## config.mk

```make
export PLATFORM = sky130hd
export DESIGN_NAME = hyperspace_frame_sequencer_flat
export DESIGN_NICKNAME = d
export VERILOG_FILES = /design/src/rtl/hyperspace_frame_sequencer_if.sv /design/src/rtl/hyperspace_frame_sequencer.sv /design/src/flat_wrapper.sv
export SDC_FILE = /design/constraint.sdc
export NUM_CORES = 1
export LEC_CHECK = 0
export CORE_MARGIN = 2
export CORE_UTILIZATION = 50
export CTS_CLUSTER_DIAMETER = 120
export DETAILED_ROUTE_END_ITERATION = 10
export GPL_TIMING_DRIVEN = 1
export PLACE_DENSITY = 0.84
export SLEW_MARGIN = 30
export SYNTH_ARGS = -nofsm -noshare
export SYNTH_HDL_FRONTEND = slang
export SYNTH_SLANG_ARGS = --single-unit
```

## constraint.sdc

```tcl
create_clock -name clock -period 7.3 [get_ports clock]
set_input_delay 1.46 -clock clock [delete_from_list [all_inputs] [get_ports clock]]
set_output_delay 1.46 -clock clock [all_outputs]
set_load 0.01 [all_outputs]
```

## src/rtl/hyperspace_frame_sequencer_if.sv

```systemverilog
// Stream bundle around the frame sequencer: pad input, datapath in/out and pad output.
// master = sequencer side, slave = surrounding pads/datapath.
interface hyperspace_frame_sequencer_if #(
  parameter int IN_W  = 8,
  parameter int OUT_W = 16
);
  logic             s_in_valid;
  logic             s_in_ready;
  logic [IN_W-1:0]  s_in_data;
  logic             s_in_last;

  logic             m_dp_valid;
  logic             m_dp_ready;
  logic [IN_W-1:0]  m_dp_data;
  logic             m_dp_last;

  logic             s_dp_valid;
  logic             s_dp_ready;
  logic [OUT_W-1:0] s_dp_data;
  logic             s_dp_last;

  logic             m_out_valid;
  logic             m_out_ready;
  logic [OUT_W-1:0] m_out_data;
  logic             m_out_last;

  modport master (
    input  s_in_valid, s_in_data, s_in_last, m_dp_ready,
    input  s_dp_valid, s_dp_data, s_dp_last, m_out_ready,
    output s_in_ready, m_dp_valid, m_dp_data, m_dp_last,
    output s_dp_ready, m_out_valid, m_out_data, m_out_last
  );

  modport slave (
    output s_in_valid, s_in_data, s_in_last, m_dp_ready,
    output s_dp_valid, s_dp_data, s_dp_last, m_out_ready,
    input  s_in_ready, m_dp_valid, m_dp_data, m_dp_last,
    input  s_dp_ready, m_out_valid, m_out_data, m_out_last
  );
endinterface

```

## src/rtl/hyperspace_frame_sequencer.sv

```systemverilog
// Frame sequencer: admits one IN_LEN input frame, gates OUT_LEN results back to the pads.
// Optional DRAIN watchdog enabled by defining SEQ_TIMEOUT_EN.
module hyperspace_frame_sequencer #(
  parameter int IN_LEN  = 2048,
  parameter int OUT_LEN = 1536,
  parameter int CNT_W   = 16,
  parameter int TIMEOUT = 4096
) (
  input  logic                         clock,
  input  logic                         RSTB,
  input  logic                         cfg_start,
  input  logic                         cfg_continuous,
  input  logic                         cfg_abort,
  hyperspace_frame_sequencer_if.master bus,
  output logic                         busy,
  output logic                         done,
  output logic                         err_len,
  output logic                         err_timeout,
  output logic [CNT_W-1:0]             frame_cnt
);

  if (IN_LEN < 1 || OUT_LEN < 1 || TIMEOUT < 1 ||
      IN_LEN >= 2**CNT_W || OUT_LEN >= 2**CNT_W || TIMEOUT > 2**CNT_W) begin : g_bad_params
    $error("hyperspace_frame_sequencer: frame lengths and TIMEOUT must fit in CNT_W");
  end

  typedef enum logic [1:0] {IDLE, LOAD, DRAIN, DONE} state_e;

  localparam logic [CNT_W-1:0] IN_LAST  = CNT_W'(IN_LEN - 1);
  localparam logic [CNT_W-1:0] OUT_LAST = CNT_W'(OUT_LEN - 1);
  localparam logic [CNT_W-1:0] OUT_FULL = CNT_W'(OUT_LEN);

  state_e           state_q, state_d;
  logic [CNT_W-1:0] in_cnt_q, in_cnt_d;
  logic [CNT_W-1:0] out_cnt_q, out_cnt_d;
  logic [CNT_W-1:0] frame_cnt_q, frame_cnt_d;
  logic             busy_q, busy_d;
  logic             done_q, done_d;
  logic             err_len_q, err_len_d;

  logic load_en, out_en, in_last, out_last, in_hs, out_hs, out_done_now;

  // The datapath's own end marker is ignored; frame boundaries come from out_cnt.
  logic unused_dp_last;
  assign unused_dp_last = bus.s_dp_last;

  assign load_en  = (state_q == LOAD);
  assign out_en   = (state_q == LOAD || state_q == DRAIN) && (out_cnt_q != OUT_FULL);
  assign in_last  = (in_cnt_q == IN_LAST);
  assign out_last = (out_cnt_q == OUT_LAST);

  assign bus.m_dp_valid  = load_en & bus.s_in_valid;
  assign bus.s_in_ready  = load_en & bus.m_dp_ready;
  assign bus.m_dp_data   = bus.s_in_data;
  assign bus.m_dp_last   = load_en & in_last;

  assign bus.m_out_valid = out_en & bus.s_dp_valid;
  assign bus.s_dp_ready  = out_en & bus.m_out_ready;
  assign bus.m_out_data  = bus.s_dp_data;
  assign bus.m_out_last  = out_en & out_last;

  assign in_hs        = bus.m_dp_valid & bus.m_dp_ready;
  assign out_hs       = bus.m_out_valid & bus.m_out_ready;
  assign out_done_now = (out_cnt_q == OUT_FULL) | (out_hs & out_last);

`ifdef SEQ_TIMEOUT_EN
  localparam logic [CNT_W-1:0] WD_LAST = CNT_W'(TIMEOUT - 1);
  logic [CNT_W-1:0] wd_cnt_q, wd_cnt_d;
  logic             err_timeout_q, err_timeout_d;
`endif

  always_comb begin
    // NOTE: every always_comb target gets a default first so no path can infer a latch.
    state_d     = state_q;
    in_cnt_d    = in_cnt_q;
    out_cnt_d   = out_cnt_q;
    frame_cnt_d = frame_cnt_q;
    err_len_d   = err_len_q;
`ifdef SEQ_TIMEOUT_EN
    err_timeout_d = err_timeout_q;
`endif

    if (in_hs)  in_cnt_d  = in_cnt_q + 1'b1;
    if (out_hs) out_cnt_d = out_cnt_q + 1'b1;
    if (in_hs && (bus.s_in_last != in_last)) err_len_d = 1'b1;

    unique case (state_q)
      IDLE: begin
        if (cfg_start) begin
          state_d   = LOAD;
          err_len_d = 1'b0;
`ifdef SEQ_TIMEOUT_EN
          err_timeout_d = 1'b0;
`endif
        end
      end
      LOAD: begin
        if (in_hs && in_last) state_d = out_done_now ? DONE : DRAIN;
      end
      DRAIN: begin
        if (out_hs && out_last) begin
          state_d = DONE;
`ifdef SEQ_TIMEOUT_EN
        end else if (!out_hs && wd_cnt_q == WD_LAST) begin
          state_d       = IDLE;
          err_timeout_d = 1'b1;
`endif
        end
      end
      DONE: state_d = cfg_continuous ? LOAD : IDLE;
      default: state_d = IDLE;
    endcase

    if (cfg_abort) state_d = IDLE;

    // Counters restart whenever a frame is (re)armed or abandoned.
    if (state_d == IDLE || (state_d == LOAD && state_q != LOAD)) begin
      in_cnt_d  = '0;
      out_cnt_d = '0;
    end
    if (state_d == DONE) frame_cnt_d = frame_cnt_q + 1'b1;

`ifdef SEQ_TIMEOUT_EN
    wd_cnt_d = (state_q == DRAIN && state_d == DRAIN && !out_hs) ? wd_cnt_q + 1'b1 : '0;
`endif

    busy_d = (state_d == LOAD) || (state_d == DRAIN);
    done_d = (state_d == DONE);
  end

  // NOTE: sequential state uses non-blocking assignments so all flops update together.
  always_ff @(posedge clock) begin
    if (RSTB) begin
      state_q     <= IDLE;
      in_cnt_q    <= '0;
      out_cnt_q   <= '0;
      frame_cnt_q <= '0;
      busy_q      <= 1'b0;
      done_q      <= 1'b0;
      err_len_q   <= 1'b0;
`ifdef SEQ_TIMEOUT_EN
      wd_cnt_q      <= '0;
      err_timeout_q <= 1'b0;
`endif
    end else begin
      state_q     <= state_d;
      in_cnt_q    <= in_cnt_d;
      out_cnt_q   <= out_cnt_d;
      frame_cnt_q <= frame_cnt_d;
      busy_q      <= busy_d;
      done_q      <= done_d;
      err_len_q   <= err_len_d;
`ifdef SEQ_TIMEOUT_EN
      wd_cnt_q      <= wd_cnt_d;
      err_timeout_q <= err_timeout_d;
`endif
    end
  end

  assign busy      = busy_q;
  assign done      = done_q;
  assign err_len   = err_len_q;
  assign frame_cnt = frame_cnt_q;
`ifdef SEQ_TIMEOUT_EN
  assign err_timeout = err_timeout_q;
`else
  assign err_timeout = 1'b0;
`endif

endmodule

```

## src/flat_wrapper.sv

```systemverilog
// flat-port wrapper written by rule: the top's interface ports become plain ports
module hyperspace_frame_sequencer_flat 
#(
  parameter int IN_LEN  = 2048,
  parameter int OUT_LEN = 1536,
  parameter int CNT_W   = 16,
  parameter int TIMEOUT = 4096
)
  (clock, RSTB, cfg_start, cfg_continuous, cfg_abort, busy, done, err_len, err_timeout, frame_cnt, bus_s_in_valid, bus_s_in_data, bus_s_in_last, bus_m_dp_ready, bus_s_dp_valid, bus_s_dp_data, bus_s_dp_last, bus_m_out_ready, bus_s_in_ready, bus_m_dp_valid, bus_m_dp_data, bus_m_dp_last, bus_s_dp_ready, bus_m_out_valid, bus_m_out_data, bus_m_out_last);
  hyperspace_frame_sequencer_if #(.IN_W(8), .OUT_W(16)) bus_i ();
  input  logic clock;
  input  logic RSTB;
  input  logic cfg_start;
  input  logic cfg_continuous;
  input  logic cfg_abort;
  output logic busy;
  output logic done;
  output logic err_len;
  output logic err_timeout;
  output logic [CNT_W-1:0] frame_cnt;
  input wire logic [$bits(bus_i.s_in_valid)-1:0] bus_s_in_valid;
  input wire logic [$bits(bus_i.s_in_data)-1:0] bus_s_in_data;
  input wire logic [$bits(bus_i.s_in_last)-1:0] bus_s_in_last;
  input wire logic [$bits(bus_i.m_dp_ready)-1:0] bus_m_dp_ready;
  input wire logic [$bits(bus_i.s_dp_valid)-1:0] bus_s_dp_valid;
  input wire logic [$bits(bus_i.s_dp_data)-1:0] bus_s_dp_data;
  input wire logic [$bits(bus_i.s_dp_last)-1:0] bus_s_dp_last;
  input wire logic [$bits(bus_i.m_out_ready)-1:0] bus_m_out_ready;
  output wire logic [$bits(bus_i.s_in_ready)-1:0] bus_s_in_ready;
  output wire logic [$bits(bus_i.m_dp_valid)-1:0] bus_m_dp_valid;
  output wire logic [$bits(bus_i.m_dp_data)-1:0] bus_m_dp_data;
  output wire logic [$bits(bus_i.m_dp_last)-1:0] bus_m_dp_last;
  output wire logic [$bits(bus_i.s_dp_ready)-1:0] bus_s_dp_ready;
  output wire logic [$bits(bus_i.m_out_valid)-1:0] bus_m_out_valid;
  output wire logic [$bits(bus_i.m_out_data)-1:0] bus_m_out_data;
  output wire logic [$bits(bus_i.m_out_last)-1:0] bus_m_out_last;
  assign bus_i.s_in_valid = bus_s_in_valid;
  assign bus_i.s_in_data = bus_s_in_data;
  assign bus_i.s_in_last = bus_s_in_last;
  assign bus_i.m_dp_ready = bus_m_dp_ready;
  assign bus_i.s_dp_valid = bus_s_dp_valid;
  assign bus_i.s_dp_data = bus_s_dp_data;
  assign bus_i.s_dp_last = bus_s_dp_last;
  assign bus_i.m_out_ready = bus_m_out_ready;
  assign bus_s_in_ready = bus_i.s_in_ready;
  assign bus_m_dp_valid = bus_i.m_dp_valid;
  assign bus_m_dp_data = bus_i.m_dp_data;
  assign bus_m_dp_last = bus_i.m_dp_last;
  assign bus_s_dp_ready = bus_i.s_dp_ready;
  assign bus_m_out_valid = bus_i.m_out_valid;
  assign bus_m_out_data = bus_i.m_out_data;
  assign bus_m_out_last = bus_i.m_out_last;
  hyperspace_frame_sequencer #(.IN_LEN(IN_LEN), .OUT_LEN(OUT_LEN), .CNT_W(CNT_W), .TIMEOUT(TIMEOUT)) u_core (.clock(clock), .RSTB(RSTB), .cfg_start(cfg_start), .cfg_continuous(cfg_continuous), .cfg_abort(cfg_abort), .bus(bus_i), .busy(busy), .done(done), .err_len(err_len), .err_timeout(err_timeout), .frame_cnt(frame_cnt));
endmodule
```

## Yosys cells after proc, flatten, opt, wreduce, memory -nomap -nowiden

Index checks and enable logic that the tools add are counted.

| word-level totals | value |
|---|---|
| bits in latches | 0 |
| memory bits (writable) | 0 |
| input port bits | 35 |
| output and inout port bits | 50 |
| ROM bits | 0 |
| memories | 0 |
| word-level logic and storage cells | 53 |
| register bits after elaboration | 53 |

| operators by class | value |
|---|---|
| reductions and logical operators | 11 |
| mux-type cells | 10 |
| multipliers | 0 |
| div/mod/pow operators | 0 |
| add/subtract/negate cells | 3 |
| shift operators | 0 |
| bitwise gates (word level) | 10 |
| $lt $le $gt $ge | 0 |
| equal/unequal tests | 12 |

Operators by type and width:

| operator | count |
|---|---|
| adder 16 x 1 -> 16 bit (second input constant) | 3 |
| equality test 16 x 11 -> 1 bit (second input constant) | 3 |
| inequality test 16 x 11 -> 1 bit (second input constant) | 1 |
| bitwise AND 1 bit | 9 |
| equality test 2 bit (second input constant) | 4 |
| two-way mux 2 bit | 4 |
| case mux 2 bit (4 select lines) | 1 |
| logical AND 1 bit | 5 |
| two-way mux 1 bit | 5 |
| equality test 2 x 1 -> 1 bit (second input constant) | 2 |
| logical NOT 2 bit | 2 |
| logical OR 1 bit | 3 |
| inequality test 2 x 1 -> 1 bit (second input constant) | 1 |
| OR reduction 2 bit | 1 |
| inequality test 1 bit | 1 |
| bitwise OR 1 bit | 1 |

## Depth between registers and ports, before layout

Gate-level depths: netlist of run 1.

| depth | value |
|---|---|
| depth in word-level cells | 15 |
| depth in mapped cells | 15 |
| gate-level depth less buffers | 13 |

## Worst setup path before layout of run 1

OpenSTA, ideal clock, no wires.

| timing path | value |
|---|---|
| path type | input-to-reg |
| start point | input bus_m_dp_ready |
| end point | register u_core.frame_cnt_q[13] (netlist: u_core.frame_cnt[13]) |
| cell stages on the path | 12 |
| path slack | 3.645 ns |
| path buffers | 2 |
| data arrival time | 3.526 ns |
| required time | 7.171 ns |
| setup time | 0.129 ns |
| path through | and3_1 > clkbuf_1 > a211oi_1 > or3_4 > inv_1 > ha_1 > clkbuf_1 > nand3_1 > nor3_1 > nand4_1 > xor2_1 > nor2_1 |

| on the way | value |
|---|---|
| word-level cells in the longest chain between the ends | 6 |

Ends and longest elaborated chain:

| what | line | source |
|---|---|---|
| from (decl) | flat_wrapper.sv:24 | `input wire logic [$bits(bus_i.m_dp_ready)-1:0] bus_m_dp_ready;` |
| bitwise AND 1 bit | hyperspace_frame_sequencer.sv:62 | `assign in_hs = bus.m_dp_valid & bus.m_dp_ready;` |
| logical AND 1 bit | hyperspace_frame_sequencer.sv:98 | `if (in_hs && in_last) state_d = out_done_now ? DONE : DRAIN;` |
| two-way mux 2 bit | hyperspace_frame_sequencer.sv:98 |  |
| case mux 2 bit (4 select lines) | hyperspace_frame_sequencer.sv:87 | `unique case (state_q)` |
| two-way mux 2 bit | hyperspace_frame_sequencer.sv:114 | `if (cfg_abort) state_d = IDLE;` |
| net u_core.state_d[1] | hyperspace_frame_sequencer.sv:33 | `state_e state_q, state_d;` |
| equality test 2 bit | -- |  |
| net u_core.done_d | hyperspace_frame_sequencer.sv:38 | `logic done_q, done_d;` |
| to (signal assigned) | hyperspace_frame_sequencer.sv:149 | `frame_cnt_q <= frame_cnt_d;` |
| to (decl) | hyperspace_frame_sequencer.sv:36 | `logic [CNT_W-1:0] frame_cnt_q, frame_cnt_d;` |

The timed path passes the listed nets, and every way through them passes these cells.
A chain may end at the register's enable or synchronous reset.

## Final worst setup path of run 1

| timing path | value |
|---|---|
| start point | input bus_s_in_valid |
| end point | output bus_m_dp_valid |

| on the way | value |
|---|---|
| word-level cells in the longest chain between the ends | 1 |

Ends and longest elaborated chain:

| what | line | source |
|---|---|---|
| from (decl) | flat_wrapper.sv:21 | `input wire logic [$bits(bus_i.s_in_valid)-1:0] bus_s_in_valid;` |
| bitwise AND 1 bit | hyperspace_frame_sequencer.sv:52 | `assign bus.m_dp_valid = load_en & bus.s_in_valid;` |
| to (decl) | flat_wrapper.sv:30 | `output wire logic [$bits(bus_i.m_dp_valid)-1:0] bus_m_dp_valid;` |

Every way passes these cells.

==> impl_summary.log, run 1 <==
INFO  metric final-instance-count-excl-fill = about 420
INFO  metric max_freq = between 0.2 and 0.25 GHz
INFO  metric power.ir.vdd_worst = ~0.12 mV
INFO  metric pin_count = 85
INFO  metric die_h = ~80 um
INFO  metric worstHoldEndpoint = u_core.in_cnt_q[1]
INFO  metric routed_wl = 5.75 mm
INFO  metric maximum_number_of_pins_on_one_net_before_global_route_repair = 32
INFO  metric detailedRoute.firstIterationViolations = 129
INFO  metric max_stage_delay = 530 ps
INFO  metric synth-edff-count = 0
INFO  metric ff2ff_path_depth = 11
INFO  metric hp-class = reg2reg
INFO  metric power.density_cell_area = 153 mW/mm2
INFO  metric initial_antenna_violation_count = 0
INFO  metric synth_compound_gate_area_share = 0.0862
INFO  metric cts_tree = built
INFO  metric cts-resized-gates = 0
INFO  metric clkTransAtPathRegs = 100 ps
INFO  metric io_buffers = 34
INFO  metric synthArstFlopShare = 0
INFO  metric wl_per_cell = 13.6 um
INFO  metric synth_sequential_area_ratio = 0.366
INFO  metric final.fill_count = 508
INFO  metric critical_path_s_most_frequent_cell = sky130_fd_sc_hd__clkdlybuf4s50_1
INFO  metric synth_cell_type_count = 43
INFO  metric placement.cell_area = 0.00311 mm2
INFO  metric power_leakage = 1.12 nW
INFO  metric pwr-share-seq = 0.593
INFO  metric number_of_warnings_printed_during_yosys_synthesis = 0
INFO  metric worst-slew-pin-transition = around 770 ps
INFO  metric final.setup_skew = around 7.7 ps
INFO  metric clock_root_cell = sky130_fd_sc_hd__clkbuf_8
INFO  metric dominant_combinational_cell_family_by_area_after_synthesis = simple AND/OR/NAND/NOR gates
INFO  metric final_layout_size_suffix_gt1_frac = 0.0455
INFO  metric fin_tns_setup = 0 ps
INFO  metric post-dp-hpwl = 4.12 mm
INFO  metric place_congestion = 0.869
INFO  metric report.final.setup_viol = 0
INFO  metric hold_violations = 0
INFO  metric worst-r2r-setup-slack = 3880 ps
INFO  metric finalCriticalPeriod = 4100 ps
INFO  metric timing.critical_path.arrival = 2640 ps
INFO  metric worst_hold_startpoint = u_core.in_cnt_q[1]
INFO  metric h-tree-depth = 2
INFO  metric num_antenna_cells = 0
INFO  metric largest_area_contributor_in_the_synthesized_netlist = sky130_fd_sc_hd__dfxtp_1
INFO  metric synth_simple_gate_area_frac = 0.279
INFO  metric crit_path_cell_trace = clkdlybuf4s50_1 > and2_1 > clkdlybuf4s50_1
INFO  metric grt_setup_unrepaired = false
INFO  metric holdPathStages = 2
INFO  metric yosys.area_share.adder = 0.0560
INFO  metric grt_first_pass_wirelength = 9.76 mm
INFO  metric post-route-cell-area = 0.00321 mm2
INFO  metric synth_cells = 346
INFO  metric number_of_placed_instances_with_taps_included = 416
INFO  metric synth_area_leaders = sky130_fd_sc_hd__dfxtp_1 37%, sky130_fd_sc_hd__xor2_1 8.1%, sky130_fd_sc_hd__buf_4 6.5%
INFO  metric synth_most_common_cell = sky130_fd_sc_hd__dfxtp_1
INFO  metric grt_util_all_layers = 0.191
INFO  metric cts_sinks = 53
INFO  metric worstReg2RegStart = u_core.in_cnt_q[11]
INFO  metric power.combinational.fraction = 0.053
INFO  metric dr.pass1.iters = 4
INFO  metric setup.worst_path.class = in2out
INFO  metric globalRoute.totalOverflow = 0
INFO  metric netlist_top_cells_count = 53 x sky130_fd_sc_hd__dfxtp_1, 48 x sky130_fd_sc_hd__nor2_1, 27 x sky130_fd_sc_hd__xor2_1, 26 x sky130_fd_sc_hd__nand2_1, 25 x sky130_fd_sc_hd__buf_4
INFO  metric fraction_of_power_spent_switching_nets = 0.244
INFO  metric run_status = finished, final reports clean
INFO  metric timing.critical_path.fanout_max = 4
INFO  metric net-switching-power = approximately 120 uW
INFO  metric synth_xor_xnor_area_share = 0.109
INFO  metric critical_path_end_type = primary output
INFO  metric maxSlewHeadroom = 0.479
INFO  metric vias_per_cell = 5.56
INFO  metric core.rowCount = 27
INFO  metric power.clock.fraction = 0.354
INFO  metric via_count = 2357
INFO  metric final_min_period_over_clock_period = 0.562
INFO  metric critical_path.top_delay_family = buffers and inverters
INFO  metric area_growth = 10.4%
INFO  metric floorplan.die_area = 0.00643 mm2
INFO  metric postSynthRegisterBits = 53
INFO  metric combined_area_of_all_synthesized_cells = 0.00290 mm2
INFO  metric post-cts-setup-buffer-count = 0
INFO  metric yosys-mux-area-fraction = 0.0103
INFO  metric cts_made_buffers = 5
INFO  metric drt_drc_violations_left = 0
INFO  metric synth_flop_cell = sky130_fd_sc_hd__dfxtp_1
INFO  metric clock_tree.buffer_depth = 2
INFO  metric syn_nets = around 400
INFO  metric cpMaxStageDelayCell = sky130_fd_sc_hd__clkdlybuf4s50_1
INFO  metric p_int = 370 uW
INFO  metric final_nets = 399
INFO  metric yosys_top_cell_area_share = 0.366
INFO  metric timing.critical_path.required = 5840 ps
INFO  metric final-max-slew-violation-count = 0
INFO  metric maxcap_violations = 0
INFO  metric initial_core_util = 0.524
INFO  metric postCtsHoldBufs = 0
INFO  metric syn_area_per_cell = 8.39 um2
INFO  metric antenna_violating_nets_post_route = 0
INFO  metric core_area = 0.00554 mm2
INFO  metric worstSetupStartpointType = input pin
INFO  metric first_global_vias = 2224
INFO  metric critical_path.n_buffers_inverters = 2
INFO  metric worstReg2RegEnd = u_core.frame_cnt[13]
INFO  metric die_x = 80.2 um
INFO  metric clkLatencyLatePin = around 320 ps
==> stage by stage <==
stage               power (mW)  hold slack, ps  utilization  worst slack [ps]
finish                   0.489             480        0.579              3200
global route             0.507             517        0.579              2930
CTS                      0.494             481        0.579              3190
detailed placement       0.323             467        0.562              2890
global placement         0.322             462        0.562              2950
floorplan                0.324             453            -              3650
==> cell type report <==
| cell class | count | area [um2] | area share |
|---|---|---|---|
| multi-input cells | 246 | 1580 | 0.491 |
| repair buffers | 35 | 348 | 0.109 |
| clock inverters | 3 | 25.0 | 0.00781 |
| clock buffers | 5 | 68.8 | 0.0215 |
| flip-flops and latches | 53 | 1060 | 0.331 |
| well taps | 72 | 90.1 | 0.0281 |
| inverters | 10 | 37.5 | 0.0117 |
==> layer usage <==
layer	routed length, um	global-route usage
met5	0	0
met4	136	0.0864
met1	2490	0.231
met2	2770	0.315
met3	354	0.0506
==> how the worst max path moves through the flow <==
stage / slack, ps / start / to / cells past startpoint
CTS: 3190 / bus_s_in_valid / bus_m_dp_valid / 3
finish: 3200 / bus_s_in_valid / bus_m_dp_valid / 3
floorplan: 3650 / bus_m_dp_ready / u_core.frame_cnt[13] / 12
global route: 2930 / bus_m_dp_ready / u_core.frame_cnt[13] / 11
global placement: 2950 / bus_s_in_valid / u_core.frame_cnt[15] / 11
detailed placement: 2890 / bus_s_in_valid / u_core.frame_cnt[15] / 11
==> tightest hold or removal path, delay by kind of cell, from the launching register on <==
kind	cells	cell delay [ps]
simple gates	1	60
flops	1	330
compound gates	1	50
==> cells by family (layout without fill, tap and decap cells) <==
kind of cell | after synthesis | in the layout
mux | 3 | 3
xor+xnor | 36 | 36
buf+inv | 47 | 53
simple gates | 154 | 154
other cells | 1 | 1
fa+ha+maj | 13 | 13
compound gates | 39 | 39
flops | 53 | 53
==> power groups by stage <==
stage | logic, mW | registers [mW] | clock network, mW
6_report | 0.0259 | 0.290 | 0.173
5_1_grt | 0.0288 | 0.291 | 0.188
4_1_cts | 0.0261 | 0.290 | 0.178
3_5_place_dp | 0.0258 | 0.297 | 0
3_3_place_gp | 0.0250 | 0.297 | 0
2_1_floorplan | 0.0272 | 0.297 | 0
==> state kept, by name, summed over array words and instances, names as in the netlist <==
signal / flops
u_core.frame_cnt: 16
u_core.err_len: 1
u_core.in_cnt_q: 16
u_core.done: 1
u_core.out_cnt_q: 16
u_core.state_q: 2
u_core.busy: 1
==> layout by cell type, fill, tap and decap left out, types with 9 or more instances in the layout <==
cell type | synthesis | routed
sky130_fd_sc_hd__nand4_1 | 16 | 16
sky130_fd_sc_hd__xnor2_1 | 9 | 9
sky130_fd_sc_hd__ha_1 | 13 | 13
sky130_fd_sc_hd__nand3_1 | 17 | 17
sky130_fd_sc_hd__a21oi_1 | 11 | 11
sky130_fd_sc_hd__dfxtp_1 | 53 | 53
sky130_fd_sc_hd__xor2_1 | 27 | 27
sky130_fd_sc_hd__clkdlybuf4s50_1 | 0 | 34
sky130_fd_sc_hd__nor2_1 | 48 | 48
sky130_fd_sc_hd__inv_1 | 10 | 10
sky130_fd_sc_hd__nand2_1 | 26 | 26
sky130_fd_sc_hd__o21ai_0 | 10 | 9
Note: power is estimated with default switching activity, not from simulation.
==> inputs of run 2 (changes only) <==
--- a/config.mk
+++ b/config.mk
@@ -6,11 +6,11 @@
 export NUM_CORES = 1
 export LEC_CHECK = 0
 export CORE_MARGIN = 2
-export CORE_UTILIZATION = 50
+export CORE_UTILIZATION = 43
 export CTS_CLUSTER_DIAMETER = 120
 export DETAILED_ROUTE_END_ITERATION = 10
 export GPL_TIMING_DRIVEN = 1
-export PLACE_DENSITY = 0.84
+export PLACE_DENSITY = 0.77
 export SLEW_MARGIN = 30
 export SYNTH_ARGS = -nofsm -noshare
 export SYNTH_HDL_FRONTEND = slang
==> constraint.sdc (replaced) <==
create_clock -name clock -period 3.7 [get_ports clock]
set_input_delay 0.74 -clock clock [delete_from_list [all_inputs] [get_ports clock]]
set_output_delay 0.74 -clock clock [all_outputs]
set_load 0.01 [all_outputs]
==> impl_summary.log, run 2 (same netlist as run 1, synthesis figures left out) <==
INFO  metric die_x = 86.2 um (+7.4%)
INFO  metric drt_drc_violations_left = 0 (unchanged)
INFO  metric run_status = finished, final reports clean
INFO  metric clock_root_cell = sky130_fd_sc_hd__clkbuf_8
INFO  metric routed_wl = 5.68 mm (-1.3%)
INFO  metric final_nets = 404 (+1.3%)
INFO  metric finalCriticalPeriod = 3240 ps
INFO  metric commonest_cells_after_routing_fill_and_taps_aside = 53 x sky130_fd_sc_hd__dfxtp_1, 48 x sky130_fd_sc_hd__nor2_1, 34 x sky130_fd_sc_hd__clkdlybuf4s50_1, 27 x sky130_fd_sc_hd__xor2_1, 26 x sky130_fd_sc_hd__nand2_1
INFO  metric pin_count = 85 (unchanged)
INFO  metric maxcap_violations = 0 (unchanged)
INFO  metric hold_violations = 0 (unchanged)
INFO  metric postCtsHoldBufs = 0 (unchanged)
INFO  metric initial_core_util = 0.452 (-0.0720)
INFO  metric post-cts-setup-buffer-count = 0 (unchanged)
INFO  metric setup.worst_path.class = reg2out
INFO  metric grt_first_pass_wirelength = 9.78 mm (+0.22%)
INFO  metric io_buffers = 34 (unchanged)
INFO  metric num_antenna_cells = 0 (unchanged)
INFO  metric crit_path_cell_trace = nor4b_1 > nand2_1 > o21ai_0 > nor2_1 > clkdlybuf4s50_1
INFO  metric globalRoute.totalOverflow = 0 (unchanged)
INFO  metric initial_antenna_violation_count = 0 (unchanged)
INFO  metric ff2ff_path_depth = 11 (unchanged)
INFO  metric detailedRoute.firstIterationViolations = 96 (-26%)
INFO  metric worstReg2RegStart = u_core.in_cnt_q[11]
INFO  metric via_count = 2352 (-0.21%)
INFO  metric grt_setup_unrepaired = false
INFO  metric report.final.setup_viol = 0 (unchanged)
INFO  metric maxUsedRoutingLayer = met4
INFO  metric worst-slew-pin-transition = 693 ps (-81.3 ps)
INFO  metric cts_tree = built
INFO  metric ff_latch_area = 0.00106 mm2 (unchanged)
INFO  metric core.rowCount = 29 (+7.4%)
INFO  metric antenna_violating_nets_post_route = 0 (unchanged)
INFO  metric final_layout_size_suffix_gt1_frac = 0.0535 (+0.00807)
INFO  metric final_common_cell = sky130_fd_sc_hd__dfxtp_1
INFO  metric overall_power_consumption = 921 uW (+88%)
INFO  metric hp-class = reg2reg
INFO  metric area_growth = 11.3%
INFO  metric clock_tree.buffer_depth = 2 (unchanged)
INFO  metric grt_util_all_layers = 0.159 (-0.0319)
INFO  metric max_freq = 0.309 GHz
INFO  metric place_congestion = 0.823 (-5.3%)
INFO  metric power_leakage = 1.14 nW (+1.9%)
INFO  metric h-tree-depth = 2 (unchanged)
INFO  metric fin_tns_setup = 0 ps (unchanged)
INFO  metric maximum_number_of_pins_on_one_net_before_global_route_repair = 23 (-28%)
INFO  metric final-max-slew-violation-count = 0 (unchanged)
INFO  metric worstReg2RegEnd = u_core.frame_cnt[14]
INFO  metric cpMaxStageDelayCell = sky130_fd_sc_hd__nor4b_1
INFO  metric timing.critical_path.required = 2960 ps (-2880 ps)
INFO  metric final.fill_count = 640 (+26%)
INFO  metric power.density_cell_area = 285 mW/mm2 (+87%)
INFO  metric first_global_vias = 2198 (-1.2%)
INFO  metric wl_per_cell = 13.1 um (-3.1%)
INFO  metric timing.critical_path.from = u_core.out_cnt_q[14]
INFO  metric vias_per_cell = 5.44 (-2.1%)
INFO  metric setup.worst_path.end = bus_s_dp_ready
INFO  metric post-dp-hpwl = 4.11 mm (-0.39%)
INFO  metric max_stage_delay = 530 ps (about the same)
INFO  metric dr.pass1.iters = 4 (unchanged)
INFO  metric core_area = 0.00642 mm2 (+16%)
INFO  metric cts_sinks = 53 (unchanged)
INFO  metric cts_made_buffers = 5 (unchanged)
INFO  metric power.ir.vdd_worst = 0.199 mV (+71%)
INFO  metric worst-r2r-setup-slack = 530 ps (-3350 ps)
INFO  metric cts-resized-gates = 0 (unchanged)
INFO  metric critical_path_end_type = primary output
INFO  metric timing.critical_path.fanout_max = 9 (+5)
INFO  metric floorplan.die_area = 0.00742 mm2 (+15%)
INFO  metric final.setup_skew = 4.38 ps (-3.29 ps)
INFO  metric route.met3.wl = 288 um (-19%)
INFO  metric die_h = 86.2 um (+7.4%)
INFO  metric worstSetupStartpointType = flop
INFO  metric final_min_period_over_clock_period = 0.875
INFO  metric clkTransAtPathRegs = 90 ps (about the same)
INFO  metric wl_met1 = 2.74 mm (+9.9%)
INFO  metric clkLatencyLatePin = 290 ps (-30 ps)
INFO  metric multi_input_comb_area = 0.00158 mm2 (unchanged)
INFO  metric maxSlewHeadroom = 0.534 (+0.0547)
INFO  metric met2RoutedLength = 2.57 mm (-7.1%)
INFO  metric timing.critical_path.arrival = 2500 ps (-140 ps)
## run 2: cell count changes in the layout (fill, tap and decap cells not counted)
cell,previous run,this run
sky130_fd_sc_hd__clkinv_2,0,1
sky130_fd_sc_hd__clkinvlp_4,1,0
sky130_fd_sc_hd__buf_4,1,6
sky130_fd_sc_hd__clkinv_4,1,0
sky130_fd_sc_hd__inv_6,1,0
## run 2: critical path: cells and delay by family, from the launching register on
| kind | cells | cell delay, ps |
|---|---|---|
| simple gates | 3 | 960 |
| buf+inv | 1 | 490 |
| compound gates | 1 | 410 |
| flops | 1 | 350 |
## run 2: power breakdown
part           internal (mW)  switching (mW)  leakage (nW)
clock network          0.125           0.170        0.0399
registers              0.571         0.00158         0.427
logic                 0.0229          0.0301         0.675
total                  0.719           0.202          1.14
## run 2: metal layers
metal  up-vias  GRT usage
met5         -          0
met3         6     0.0395
met1      1102      0.206
met4         0     0.0447
li1       1194          -
met2        50      0.261
## run 2: metrics by stage
step	cells	setup WS (ps)	util	hold WS [ps]	cell area, um2
final	432	461	0.503	496	3230
after global routing	432	186	0.503	547	3230
after CTS	432	473	0.503	492	3230
after detailed placement	426	369	0.491	478	3160
after global placement	426	374	0.491	463	3160
after floorplan	346	637	-	453	2900
## run 2: worst min path at each step
stage / from / cells after the start / endpoint / slack (ps)
floorplan: u_core.in_cnt_q[1] / 2 / u_core.in_cnt_q[1] / 450
global placement: u_core.in_cnt_q[1] / 2 / u_core.in_cnt_q[1] / 460
detailed placement: u_core.in_cnt_q[1] / 2 / u_core.in_cnt_q[1] / 480
CTS: u_core.in_cnt_q[1] / 2 / u_core.in_cnt_q[1] / 490
global route: u_core.in_cnt_q[1] / 2 / u_core.in_cnt_q[1] / 550
finish: u_core.in_cnt_q[1] / 2 / u_core.in_cnt_q[1] / 500
## run 2: area by class of cell
class,instances,area share
multi-input combinational,246,0.488
sequential,53,0.329
timing repair buffer,40,0.119
tap,77,0.0298
clock buffer,5,0.0213
inverter,10,0.0116
clock inverter,1,0.00155
==> inputs of run 3 (changes only) <==
--- a/config.mk
+++ b/config.mk
@@ -11,7 +11,7 @@
 export DETAILED_ROUTE_END_ITERATION = 10
 export GPL_TIMING_DRIVEN = 1
 export PLACE_DENSITY = 0.77
-export SLEW_MARGIN = 30
+export SLEW_MARGIN = 20
 export SYNTH_ARGS = -nofsm -noshare
 export SYNTH_HDL_FRONTEND = slang
 export SYNTH_SLANG_ARGS = --single-unit
==> results of run 3 <==
No change in the layout: final DEF, timing and power equal those of run 2.
